**config.mk**
```make
export PLATFORM = sky130hd
export DESIGN_NAME = nes_dma_ctrl_flat
export DESIGN_NICKNAME = d
export VERILOG_FILES = /design/src/rtl/nes_dma_ctrl_if.sv /design/src/rtl/nes_dma_ctrl.sv /design/src/flat_wrapper.sv
export SDC_FILE = /design/constraint.sdc
export NUM_CORES = 1
export LEC_CHECK = 0
export CORE_MARGIN = 10
export CORE_UTILIZATION = 51
export CTS_BUF_LIST = sky130_fd_sc_hd__clkbuf_16
export DETAILED_ROUTE_END_ITERATION = 7
export DONT_BUFFER_PORTS = 1
export HOLD_SLACK_MARGIN = 0.03
export PLACE_DENSITY = 0.66
export SLEW_MARGIN = 20
export SYNTH_ARGS = -nofsm -noshare
export SYNTH_HDL_FRONTEND = slang
export SYNTH_SLANG_ARGS = --single-unit
```
**constraint.sdc**
```tcl
create_clock -name clk -period 3.3 [get_ports clk]
set_clock_uncertainty 0.1 [all_clocks]
set_input_delay 0.165 -clock clk [delete_from_list [all_inputs] [get_ports clk]]
set_output_delay 0.165 -clock clk [all_outputs]
set_load 0.02 [all_outputs]
```
**src/rtl/nes_dma_ctrl_if.sv**
```systemverilog
// Purpose: DMC fetch handshake plus DMA bus signals between nes_dma_ctrl and its neighbours.
// Latency: none (wires only).
// Backpressure: none; the CPU is stalled through cpu_rdy on the controller itself.
//
// Optional feature macro: NES_DMA_OAM_EN adds the sprite (OAM) DMA signals.
// master modport: the DMA controller. slave modport: the DMC channel + memory bus side.
//   dmc_req/dmc_addr   DMC -> ctrl   level request and sample address
//   dmc_ack/dmc_data   ctrl -> DMC   one-ce pulse with the fetched byte
//   bus_sel/bus_addr/bus_rd          ctrl -> bus, DMA owns the address bus
//   bus_din            bus -> ctrl   read data, valid inside the bus_rd cycle
//   oam_start/oam_page CPU -> ctrl   $4014 write (OAM build only)
//   bus_wr/bus_dout/oam_active       ctrl -> bus (OAM build only)

interface nes_dma_ctrl_if;
    logic        dmc_req;
    logic [15:0] dmc_addr;
    logic        dmc_ack;
    logic [7:0]  dmc_data;
    logic        bus_sel;
    logic [15:0] bus_addr;
    logic        bus_rd;
    logic [7:0]  bus_din;
`ifdef NES_DMA_OAM_EN
    logic        oam_start;
    logic [7:0]  oam_page;
    logic        bus_wr;
    logic [7:0]  bus_dout;
    logic        oam_active;

    modport master (
        input  dmc_req, dmc_addr, bus_din, oam_start, oam_page,
        output dmc_ack, dmc_data, bus_sel, bus_addr, bus_rd, bus_wr, bus_dout, oam_active
    );
    modport slave (
        output dmc_req, dmc_addr, bus_din, oam_start, oam_page,
        input  dmc_ack, dmc_data, bus_sel, bus_addr, bus_rd, bus_wr, bus_dout, oam_active
    );
`else
    modport master (
        input  dmc_req, dmc_addr, bus_din,
        output dmc_ack, dmc_data, bus_sel, bus_addr, bus_rd
    );
    modport slave (
        output dmc_req, dmc_addr, bus_din,
        input  dmc_ack, dmc_data, bus_sel, bus_addr, bus_rd
    );
`endif
endinterface

```
**src/rtl/nes_dma_ctrl.sv**
```systemverilog
// Purpose: 2A03 DMA controller; halts the CPU via cpu_rdy and fetches DMC sample bytes (optionally $4014 sprite DMA).
// Latency: 3 ce cycles of CPU stall (4 with alignment) plus HALT extension on CPU write cycles; ack on the edge ending the get cycle.
// Backpressure: dmc_req is a level held until dmc_ack; CPU write cycles extend HALT; ce==0 freezes everything.
//
// Optional feature macro: NES_DMA_OAM_EN (sprite DMA, 256 get/put pairs to OAM_REG_ADDR, DMC has priority on get cycles).
// Ports:
//   clk, reset (sync, active-low), ce (CPU cycle enable)
//   odd_or_even   0 = get cycle, 1 = put cycle
//   cpu_rw        CPU's current bus cycle, 1 = read (only reads may be halted)
//   cpu_rdy       registered, 0 = CPU halted
//   dma           nes_dma_ctrl_if.master: DMC handshake and DMA bus (see interface file)

module nes_dma_ctrl #(
    parameter logic [15:0] OAM_REG_ADDR = 16'h2004
) (
    input  logic           clk,
    input  logic           reset,
    input  logic           ce,
    input  logic           odd_or_even,
    input  logic           cpu_rw,
    output logic           cpu_rdy,
    nes_dma_ctrl_if.master dma
);

    typedef enum logic [1:0] {
        IDLE  = 2'd0,
        HALT  = 2'd1,
        DUMMY = 2'd2,
        READ  = 2'd3
    } state_t;

    state_t      state_q;
    state_t      state_d;

    logic        cpu_rdy_q;
    logic        dmc_ack_q;
    logic [7:0]  dmc_data_q;

    // Sprite DMA state; tied off when the feature is not built.
    logic        oam_act;
    logic        oam_full;     // a byte has been read and awaits its put cycle
    logic        oam_go;       // accepted $4014 start
    logic [7:0]  oam_cnt;
    logic [7:0]  oam_pg;

    logic        dmc_pend;
    logic        in_read;
    logic        get_cyc;
    logic        put_cyc;
    logic        dmc_get;
    logic        oam_rd;
    logic        oam_wr;
    logic        oam_last;
    logic        oam_act_d;
    logic        bus_rd_w;
    logic [15:0] bus_addr_w;

    // A request still high during its own ack cycle is stale: the DMC has
    // not yet had a chance to drop or re-present it.
    assign dmc_pend = dma.dmc_req && !dmc_ack_q;

    assign in_read = (state_q == READ);
    assign get_cyc = !odd_or_even;
    assign put_cyc = odd_or_even;

    // DMC wins a get cycle; the sprite read slides to the next get cycle,
    // which leaves the intervening put cycle idle.
    assign dmc_get  = in_read && get_cyc && dmc_pend;
    assign oam_rd   = in_read && get_cyc && !dmc_pend && oam_act && !oam_full;
    assign oam_wr   = in_read && put_cyc && oam_full;
    assign oam_last = oam_wr && (oam_cnt == 8'hFF);

    assign oam_act_d = oam_go || (oam_act && !oam_last);

`ifdef NES_DMA_OAM_EN
    logic [7:0] oam_byte;

    // A start while a transfer is running is dropped.
    assign oam_go = dma.oam_start && !oam_act;

    always_ff @(posedge clk) begin
        if (!reset) begin
            oam_act  <= 1'b0;
            oam_full <= 1'b0;
            oam_cnt  <= 8'h00;
            oam_pg   <= 8'h00;
            oam_byte <= 8'h00;
        end else if (ce) begin
            oam_act <= oam_act_d;
            if (oam_go) begin
                oam_pg   <= dma.oam_page;
                oam_cnt  <= 8'h00;
                oam_full <= 1'b0;
            end
            if (oam_rd) begin
                oam_byte <= dma.bus_din;
                oam_full <= 1'b1;
            end
            if (oam_wr) begin
                oam_full <= 1'b0;
                oam_cnt  <= oam_cnt + 8'd1;   // wraps to 0 on the final put
            end
        end
    end

    assign dma.bus_wr     = oam_wr;
    assign dma.bus_dout   = oam_wr ? oam_byte : 8'h00;
    assign dma.oam_active = oam_act;
`else
    assign oam_act  = 1'b0;
    assign oam_full = 1'b0;
    assign oam_go   = 1'b0;
    assign oam_cnt  = 8'h00;
    assign oam_pg   = 8'h00;
`endif

    // Next-state logic.
    always_comb begin
        state_d = state_q;
        case (state_q)
            IDLE: begin
                if (dmc_pend || oam_go) begin
                    state_d = HALT;
                end
            end
            HALT: begin
                // RDY only stops the CPU on a read; keep waiting through writes.
                if (!dmc_pend && !oam_act) begin
                    state_d = IDLE;
                end else if (cpu_rw) begin
                    // Sprite-only DMA has no dummy cycle.
                    state_d = dmc_pend ? DUMMY : READ;
                end
            end
            DUMMY: begin
                if (!dmc_pend && !oam_act) begin
                    state_d = IDLE;
                end else begin
                    state_d = READ;
                end
            end
            READ: begin
                // Leave once neither DMA has work beyond this cycle.
                if (!(dmc_pend && !dmc_get) && !oam_act_d) begin
                    state_d = IDLE;
                end
            end
            default: state_d = IDLE;
        endcase
    end

    always_ff @(posedge clk) begin
        if (!reset) begin
            state_q    <= IDLE;
            cpu_rdy_q  <= 1'b1;
            dmc_ack_q  <= 1'b0;
            dmc_data_q <= 8'h00;
        end else if (ce) begin
            state_q   <= state_d;
            cpu_rdy_q <= (state_d == IDLE);
            dmc_ack_q <= dmc_get;
            if (dmc_get) begin
                dmc_data_q <= dma.bus_din;
            end
        end
    end

    // Bus drive is combinational from state, counters and the current phase.
    always_comb begin
        bus_addr_w = 16'h0000;
        if (dmc_get) begin
            bus_addr_w = dma.dmc_addr;
        end else if (oam_rd) begin
            bus_addr_w = {oam_pg, oam_cnt};
        end else if (oam_wr) begin
            bus_addr_w = OAM_REG_ADDR;
        end
    end

    assign bus_rd_w     = dmc_get || oam_rd;
    assign dma.bus_rd   = bus_rd_w;
    assign dma.bus_sel  = bus_rd_w || oam_wr;
    assign dma.bus_addr = bus_addr_w;
    assign dma.dmc_ack  = dmc_ack_q;
    assign dma.dmc_data = dmc_data_q;
    assign cpu_rdy      = cpu_rdy_q;

endmodule
```
**src/flat_wrapper.sv**
```systemverilog
// flat-port wrapper written by rule: the top's interface ports become plain ports
module nes_dma_ctrl_flat 
#(
    parameter logic [15:0] OAM_REG_ADDR = 16'h2004
)
  (clk, reset, ce, odd_or_even, cpu_rw, cpu_rdy, dma_dmc_req, dma_dmc_addr, dma_bus_din, dma_dmc_ack, dma_dmc_data, dma_bus_sel, dma_bus_addr, dma_bus_rd);
  nes_dma_ctrl_if dma_i ();
  input  logic clk;
  input  logic reset;
  input  logic ce;
  input  logic odd_or_even;
  input  logic cpu_rw;
  output logic cpu_rdy;
  input wire logic [$bits(dma_i.dmc_req)-1:0] dma_dmc_req;
  input wire logic [$bits(dma_i.dmc_addr)-1:0] dma_dmc_addr;
  input wire logic [$bits(dma_i.bus_din)-1:0] dma_bus_din;
  output wire logic [$bits(dma_i.dmc_ack)-1:0] dma_dmc_ack;
  output wire logic [$bits(dma_i.dmc_data)-1:0] dma_dmc_data;
  output wire logic [$bits(dma_i.bus_sel)-1:0] dma_bus_sel;
  output wire logic [$bits(dma_i.bus_addr)-1:0] dma_bus_addr;
  output wire logic [$bits(dma_i.bus_rd)-1:0] dma_bus_rd;
  assign dma_i.dmc_req = dma_dmc_req;
  assign dma_i.dmc_addr = dma_dmc_addr;
  assign dma_i.bus_din = dma_bus_din;
  assign dma_dmc_ack = dma_i.dmc_ack;
  assign dma_dmc_data = dma_i.dmc_data;
  assign dma_bus_sel = dma_i.bus_sel;
  assign dma_bus_addr = dma_i.bus_addr;
  assign dma_bus_rd = dma_i.bus_rd;
  nes_dma_ctrl #(.OAM_REG_ADDR(OAM_REG_ADDR)) u_core (.clk(clk), .reset(reset), .ce(ce), .odd_or_even(odd_or_even), .cpu_rw(cpu_rw), .cpu_rdy(cpu_rdy), .dma(dma_i));
endmodule
```
[Yosys cells after proc, flatten, opt, wreduce, memory -nomap -nowiden]
Cells that the tools add are included.
Storage, ports and cells
  bits in registers: 12
  bits of input ports: 30
  word-level logic and storage cells: 24
  output and inout bits: 28
Operators by class
  reduce and logical (&&, ||, !) cells: 10
  equal/unequal tests: 3
  multiplexer cells: 7
Operators by type and width (count)
  $mux 16: 1
  $mux 2: 5
  $pmux 2 s4: 1
  $eq 2x2->1 const B: 2
  $logic_and 1x1->1: 4
  $logic_not 2->1: 2
  $logic_not 1->1: 3
  $eq 2x1->1 const B: 1
  $reduce_and 2->1: 1

[Depth between registers and ports, before layout]
Gate-level depths: netlist of run 1.
  depth in word-level cells: 8
  gate-level depth with buffers: 4
  mapped depth without buffers: 3

[Worst setup path before layout of run 1]
OpenSTA, ideal clock, no wires.
  kind: register to output
  start point: register u_core.state_q[0]
  end point: output port dma_bus_addr[10]
  arrival time: 1165 ps
  cell stages (with the launch flop): 5
  buffers on the path: 1
  data required time: 3035 ps
  setup slack: 1870 ps
  cell sequence: dfxtp_1 > nand3b_4 > nor3b_4 > buf_6 > and2_2
Between the ends
  word-level cells in the longest chain between the ends: 4
RTL lines
  start, declared: line nes_dma_ctrl.sv:32  | state_t state_q;
  start signal, assigned: line nes_dma_ctrl.sv:159  | state_q <= state_d;
  $eq 2x2->1: line nes_dma_ctrl.sv:62  | assign in_read = (state_q == READ);
  $logic_and 1x1->1 (2 in series): line nes_dma_ctrl.sv:68  | assign dmc_get = in_read && get_cyc && dmc_pend;
  net dma_bus_rd: line flat_wrapper.sv:21  | output wire logic [$bits(dma_i.bus_rd)-1:0] dma_bus_rd;
  $mux 16: line nes_dma_ctrl.sv:171  | if (dmc_get) begin
  end, declared: line flat_wrapper.sv:20  | output wire logic [$bits(dma_i.bus_addr)-1:0] dma_bus_addr;
The timed path passes the listed nets, and every way through them passes these cells.

[Final worst setup path of run 1]
  start point: register u_core.state_q[0]
  end point: output port dma_bus_addr[5]
The elaborated chain is that of the path after synthesis.

==> results of run 1 <==
## metal layers
metal / global-route usage, % / part of all wire, % / vias to the layer above
met3: 7.416 / 18 / 0
li1: - / - / 257
met2: 18.65 / 47 / 43
met4: 4.124 / 0 / 0
met1: 9.924 / 35 / 248
met5: 0 / 0 / -
## cells in the mapped netlist
library cell	number	area, um^2
nand2_1	17	63.81
and2_2	16	120.1
dfxtp_1	12	240.2
mux2i_1	10	100.1
buf_2	2	10.01
inv_1	2	7.510
nor2b_1	2	12.51
a211oi_1	1	7.510
a311oi_1	1	8.760
a31oi_1	1	6.260
and3_2	1	7.510
buf_1	1	3.750
buf_4	1	7.510
buf_6	1	11.26
nand3b_1	1	7.510
nand3b_4	1	20.02
nor2_1	1	3.750
nor2_4	1	11.26
nor3b_4	1	18.77
o21a_1	1	7.510
o21ai_0	1	5.000
## report_power, final
part / switching [mW] / internal [mW] / total, mW
Sequential: 0.00281 / 0.147 / 0.150
Clock: 0.0562 / 0.157 / 0.213
Combinational: 0.00935 / 0.0136 / 0.0229
## stage by stage
step                hold WS, ns  util [%]  cell area (um^2)  total power [mW]  cells
finish                  0.03799     65.53             842.1            0.3864     98
detailed placement       0.1628     51.90             666.9            0.1629     85
global placement         0.1501     51.90             666.9            0.1625     85
CTS                     0.04588     65.53             842.1            0.3921     98
floorplan                0.2072         -             680.7            0.1658     75
global route            0.06982     65.53             842.1            0.4021     98
## cell families (layout without fill, tap and decap cells)
kind of cell	after synthesis	after routing	share of synthesized area [%]
AO/OA/AOI/OAI	5	5	5.148
AND/OR/NAND/NOR	41	41	38.97
buffers and inverters	7	15	5.883
flip-flops	12	12	35.29
multiplexers	10	10	14.71
## area by class of cell
class                      instances  area, um^2  share of cell area (%)
timing repair buffer              10       100.1                   11.89
inverter                           2       7.507                  0.8915
tap                               15       18.77                   2.229
clock buffer                       3       75.07                   8.915
multi-input combinational         56       400.4                   47.55
sequential                        12       240.2                   28.53
## how the worst max path moves through the flow
| stage | slack (ns) | cells after the start | to |
|---|---|---|---|
| 3_5_place_dp | 1.45 | 3 | dma_bus_addr[11] |
| 5_1_grt | 1.10 | 3 | dma_bus_addr[5] |
| 4_1_cts | 1.20 | 3 | dma_bus_addr[11] |
| 2_1_floorplan | 1.87 | 4 | dma_bus_addr[10] |
| 6_report | 1.20 | 3 | dma_bus_addr[5] |
| 3_3_place_gp | 1.48 | 3 | dma_bus_addr[0] |
## cells in the final DEF (no fill, tap or decap)
cell type,n
inv_1,2
nand3b_1,1
dfxtp_1,12
mux2i_1,10
o21a_1,1
nand3b_4,1
nor3b_4,1
a31oi_1,1
nor2_4,1
clkbuf_16,3
a311oi_1,1
o21ai_0,1
and3_2,1
dlygate4sd3_1,10
nand2_1,17
nor2b_1,2
a211oi_1,1
and2_2,16
nor2_1,1
## sequential cells by signal, indices dropped and copies added (netlist names)
| register | cells |
|---|---|
| u_core.dma.dmc_data | 8 |
| u_core.dma.dmc_ack | 1 |
| u_core.cpu_rdy | 1 |
| u_core.state_q | 2 |
==> metrics, run 1 <==
status complete, no violations; slowest CP cell nor3b_4; max-cap viol count 0; Min Clock Period, post-route between 2 and 2.5 ns; DRT Wirelength approximately 1800 um; WP data required between 3 and 4 ns; syn_nets between 100 and 150; final setup vio count 0; Post-Synthesis Cell Area 680.7 um^2; first-pass GRT wire length about 2900 um; Top Family by Delay on Critical Path simple AND/OR/NAND/NOR gates; initial antenna violation count 0; worst-path fanout max 18; Tcrit/Tclk final between 60% and 70%; reg2reg path depth 3; Num CTS Buffers 3; grt ovf 0; clock sinks 12; Final ANT Viol Nets 0; crit path kind reg2out; RR Startpoint u_core.dma.dmc_ack; Slew Limit Headroom between 40% and 50%; core box area 0.001285 mm^2; Worst EP arrival between 1.5 and 2 ns; Final WS setup ~1.2 ns; CP bufs+invs 0; largest net degree at the start of global routing 20; IO Count 58; Avg WL per Cell between 15 and 20 um; H-tree depth 1; fraction of layout cells with a size suffix above 1 between 20% and 30%; Yosys cell types 21; HP Start ce; synth-to-layout area growth 23.71%; final max-slew violation count 0; Skew-Pair Late Insertion Delay between 0.2 and 0.25 ns; fmax ~480 MHz; NumNets Final 115; gr usage total 10.92%; CP peak stage delay just over 0.7 ns; Clock transition at path regs about 0.040 ns; num rows 13; dpl ws about 1.4 ns; DR DRC count 0; die area 0.003196 mm^2; peak supply drop 0.3490 mV; Ant. Diodes 0; synthesized flop and latch total 12; register-to-register setup slack between 1.5 and 2 ns; Die Span Y about 57 um; Leak Pwr 0.3507 nW; setup_tns 0 ns; critical path startpoint category flop; filler cell count approximately 110; vias per cell between 5 and 6; iteration-0 DRC count of the detailed router 7; Hold EP u_core.cpu_rdy; CTS Hold Bufs 10; Yosys Warn Count 0; crit-path cells nand3b_4 > nor3b_4 > and2_2; vias in the first global route between 600 and 700; post-synthesis sequential area ratio roughly a third; DR pass1 iterations 4; power density over the cells 458.9 mW/mm^2; clock buffer depth 2; die width 56.53 um; Hold Path Depth 2; Post-Syn Instances between 70 and 80; worst-margin pin slew roughly 0.80 ns; final hold violations 0; Worst setup EP type output port; hpwl dp 1426 um; post-CTS sizing 0; Starting Density approximately 53%; RSZ-0062 raised after global routing false; Port Buf Inserts 0; TritonCTS clock tree yes; Hold Path Class in2reg; worst r2r dst u_core.dma.dmc_data[5]; syn avg cell area 9.075 um^2; root buffer cell clkbuf_16; Final GP Congestion slightly above 0.7; CP startpoint u_core.state_q[0]; post-CTS repair timing setup buffer count 0; DR vias between 500 and 600
(Power assumes the default switching activity.)
==> inputs of run 2 (changes only) <==
ABC_AREA = 1   (was unset)
PLACE_DENSITY = 0.69   (was 0.66)
clock period = 1.9 ns   (was 3.3 ns; I/O delays follow)
==> metrics, run 2 <==
status complete, no violations; DR vias 806 (+47%); Leak Pwr 0.6054 nW (+73%); vias per cell 4.686 (-16%); register-to-register setup slack 0.12 ns (-1.83 ns); crit-path cells nand2_2 > nor2_8 > nand4_1 > dlygate4sd3_1 > nand2_1 > nor2_1; syn_nets 166 (+58%); Hold EP u_core.dma.dmc_data[5]; vias in the first global route 775 (+29%); Die Span Y 59.63 um (+5.5%); iteration-0 DRC count of the detailed router 19 (+12); max-cap viol count 0 (unchanged); Avg WL per Cell 14.43 um (-22%); Area after DPL 788.3 um^2 (+18%); CP peak stage delay 0.61 ns (-0.10 ns); Yosys top cell area share 30.00% (-5.3 points); Sw Share 22.41% (+4.7 points); fraction of registers with async set/reset 0% (unchanged); TritonCTS clock tree yes; crit path kind reg2reg; die area 0.003555 mm^2 (+11%); syn avg cell area 5.888 um^2 (-35%); Main synth FF type dfxtp_1; RSZ-0062 raised after global routing false; Post-synth EDFFs 0 (unchanged); fraction of layout cells with a size suffix above 1 8.974% (-19 points); HP Start dma_bus_din[5]; Tcrit/Tclk final 93.83%; Final WS setup 0.1173 ns (-1.087 ns); Slew Limit Headroom 65.03% (+18 points); IO Count 58 (unchanged); Port Buf Inserts 0 (unchanged); Finished Layout Cells 172 (+76%); fmax around 560 MHz; Placed Cells 147 (+73%); worst-margin pin slew 0.5245 ns (-0.2755 ns); Final ANT Viol Nets 0 (unchanged); post-synthesis sequential area ratio 30.00% (-5.3 points); commonest non-fill, non-tap cell in the layout inv_1; RR Startpoint u_core.state_q[0]; Hold Path Class in2reg; final max-slew violation count 0 (unchanged); synthesized flop and latch total 12 (unchanged); final hold slack 0.03649 ns (-0.001507 ns); clock sinks 12 (unchanged); setup_tns 0 ns (unchanged); Seq. cell area 240.2 um^2 (unchanged); filler cell count 127 (+20%); WP data required 1.94 ns (-1.09 ns); largest net degree at the start of global routing 18 (-10%); combined area of the multi-input logic cells 347.8 um^2 (-13%); synth top area cells dfxtp_1 (30%), inv_1 (22%), nor2_1 (12%), nand2_1 (11%), nand4_1 (6.3%); worst r2r dst u_core.dma.dmc_data[2]; Largest register FFs 8 (unchanged); Post-Syn Instances 136 (+81%); peak supply drop 0.4877 mV (+40%); fin util 71.68% (+6.2 points); grt ovf 0 (unchanged); power density over the cells 692.6 mW/mm^2 (+51%); Seq pwr share 36.0% (-2.9 points); final setup vio count 0 (unchanged); die width 59.63 um (+5.5%); root buffer cell clkbuf_16; Final GP Congestion 0.7445 (+3.8%); H-tree depth 1 (unchanged); critical path startpoint category flop; Post-Synthesis Cell Area 800.8 um^2 (+18%); core box area 0.001489 mm^2 (+16%); synth-to-layout area growth 33.28%; Top Family by Delay on Critical Path buffers and inverters; worst-path fanout max 10 (-8); DR DRC count 0 (unchanged); Worst EP arrival 1.82 ns (about the same); NumNets Final 187 (+63%); Yosys cell types 19 (-9.5%); Comb pwr share 11.2% (+5.3 points); hpwl dp 1599 um (+12%); first-pass GRT wire length 3691 um (+27%); Yosys Warn Count 0 (unchanged); DR pass1 iterations 4 (unchanged); Ant. Diodes 0 (unchanged); final total power 0.7392 mW (+91%); Switch Pwr 0.1657 mW (+140%); post-route cell area 0.001067 mm^2 (+27%); num rows 14 (+1); Skew-Pair Late Insertion Delay 0.24 ns (about the same); most frequent cells in the layout inv_1 (47), nor2_1 (26), nand2_1 (23); Synth top cells by count inv_1 (47), nor2_1 (26), nand2_1 (23); Min Clock Period, post-route between 1.5 and 2 ns; gr usage total 13.34% (+2.4 points); Clk pwr share 52.8% (-2.4 points); slowest CP cell dlygate4sd3_1; top-count cell post-synth inv_1; reg2reg path depth 6 (+3); Num CTS Buffers 3 (unchanged); Stages on worst setup path 6 (+3); Clock transition at path regs 0.05 ns (about the same); initial antenna violation count 0 (unchanged); final hold violations 0 (unchanged); clock buffer depth 2 (unchanged); Starting Density 53.78% (+0.81 points); P_int 0.5735 mW (+80%); dpl ws 0.3781 ns (-1.068 ns); DRT Wirelength 2482 um (+37%); Worst setup EP type flop; dominant cell type by area after synthesis dfxtp_1; Hold Path Depth 4 (+2); CP bufs+invs 1 (+1)
==> run 2: cell type report <==
class                      count  area share [%]
timing repair buffer          21           18.76
inverter                      48           16.88
multi-input combinational     71           32.59
clock buffer                   3           7.034
clock inverter                 1          0.3517
sequential                    12           22.51
tap                           16           1.876
==> run 2: worst max path at each step <==
stage,slack (ns),startpoint,endpoint
after floorplan,0.57,u_core.state_q[0],dma_bus_addr[10]
after global placement,0.42,u_core.dma.dmc_ack,dma_bus_addr[15]
after detailed placement,0.38,u_core.dma.dmc_ack,dma_bus_addr[2]
after CTS,0.06,u_core.dma.dmc_ack,u_core.cpu_rdy
after global routing,0.004,u_core.state_q[0],u_core.dma.dmc_data[2]
final,0.12,u_core.state_q[0],u_core.dma.dmc_data[2]
==> run 2: layer usage <==
layer,up-vias,routed length (um),global-route usage [%]
met3,2,222,6.438
met2,25,1374,24.22
li1,423,-,-
met5,-,0,0
met4,0,17,3.846
met1,356,868,12.99
==> run 2: timing repair <==
item                       4_1_cts  5_1_grt
setup endpoints to repair        0        4
gates resized for setup          0        1
hold endpoints to repair        12        0
hold buffers                    16        0
buffers inserted                 0        5
==> run 2: power by group through the flow <==
stage / logic [mW] / clock network, mW / registers (mW)
floorplan: 0.0479 / 0 / 0.270
global placement: 0.0464 / 0 / 0.270
detailed placement: 0.0473 / 0 / 0.271
CTS: 0.0717 / 0.394 / 0.266
global route: 0.0928 / 0.407 / 0.267
finish: 0.0829 / 0.390 / 0.266
==> run 2: kinds of logic (layout without fill, tap and decap cells) <==
family	after synthesis	in the layout	synth area share, %
DFF	12	12	30.00
buffers and inverters	53	73	26.56
AOI/OAI and AO/OA	3	3	1.874
and+or+nand+nor	68	68	41.56
==> run 2: worst register-to-register path: cells and delay by family (launching register included) <==
kind          cells  cell delay [ns]
buf+inv           1             0.61
flops             1             0.39
simple gates      5             0.58
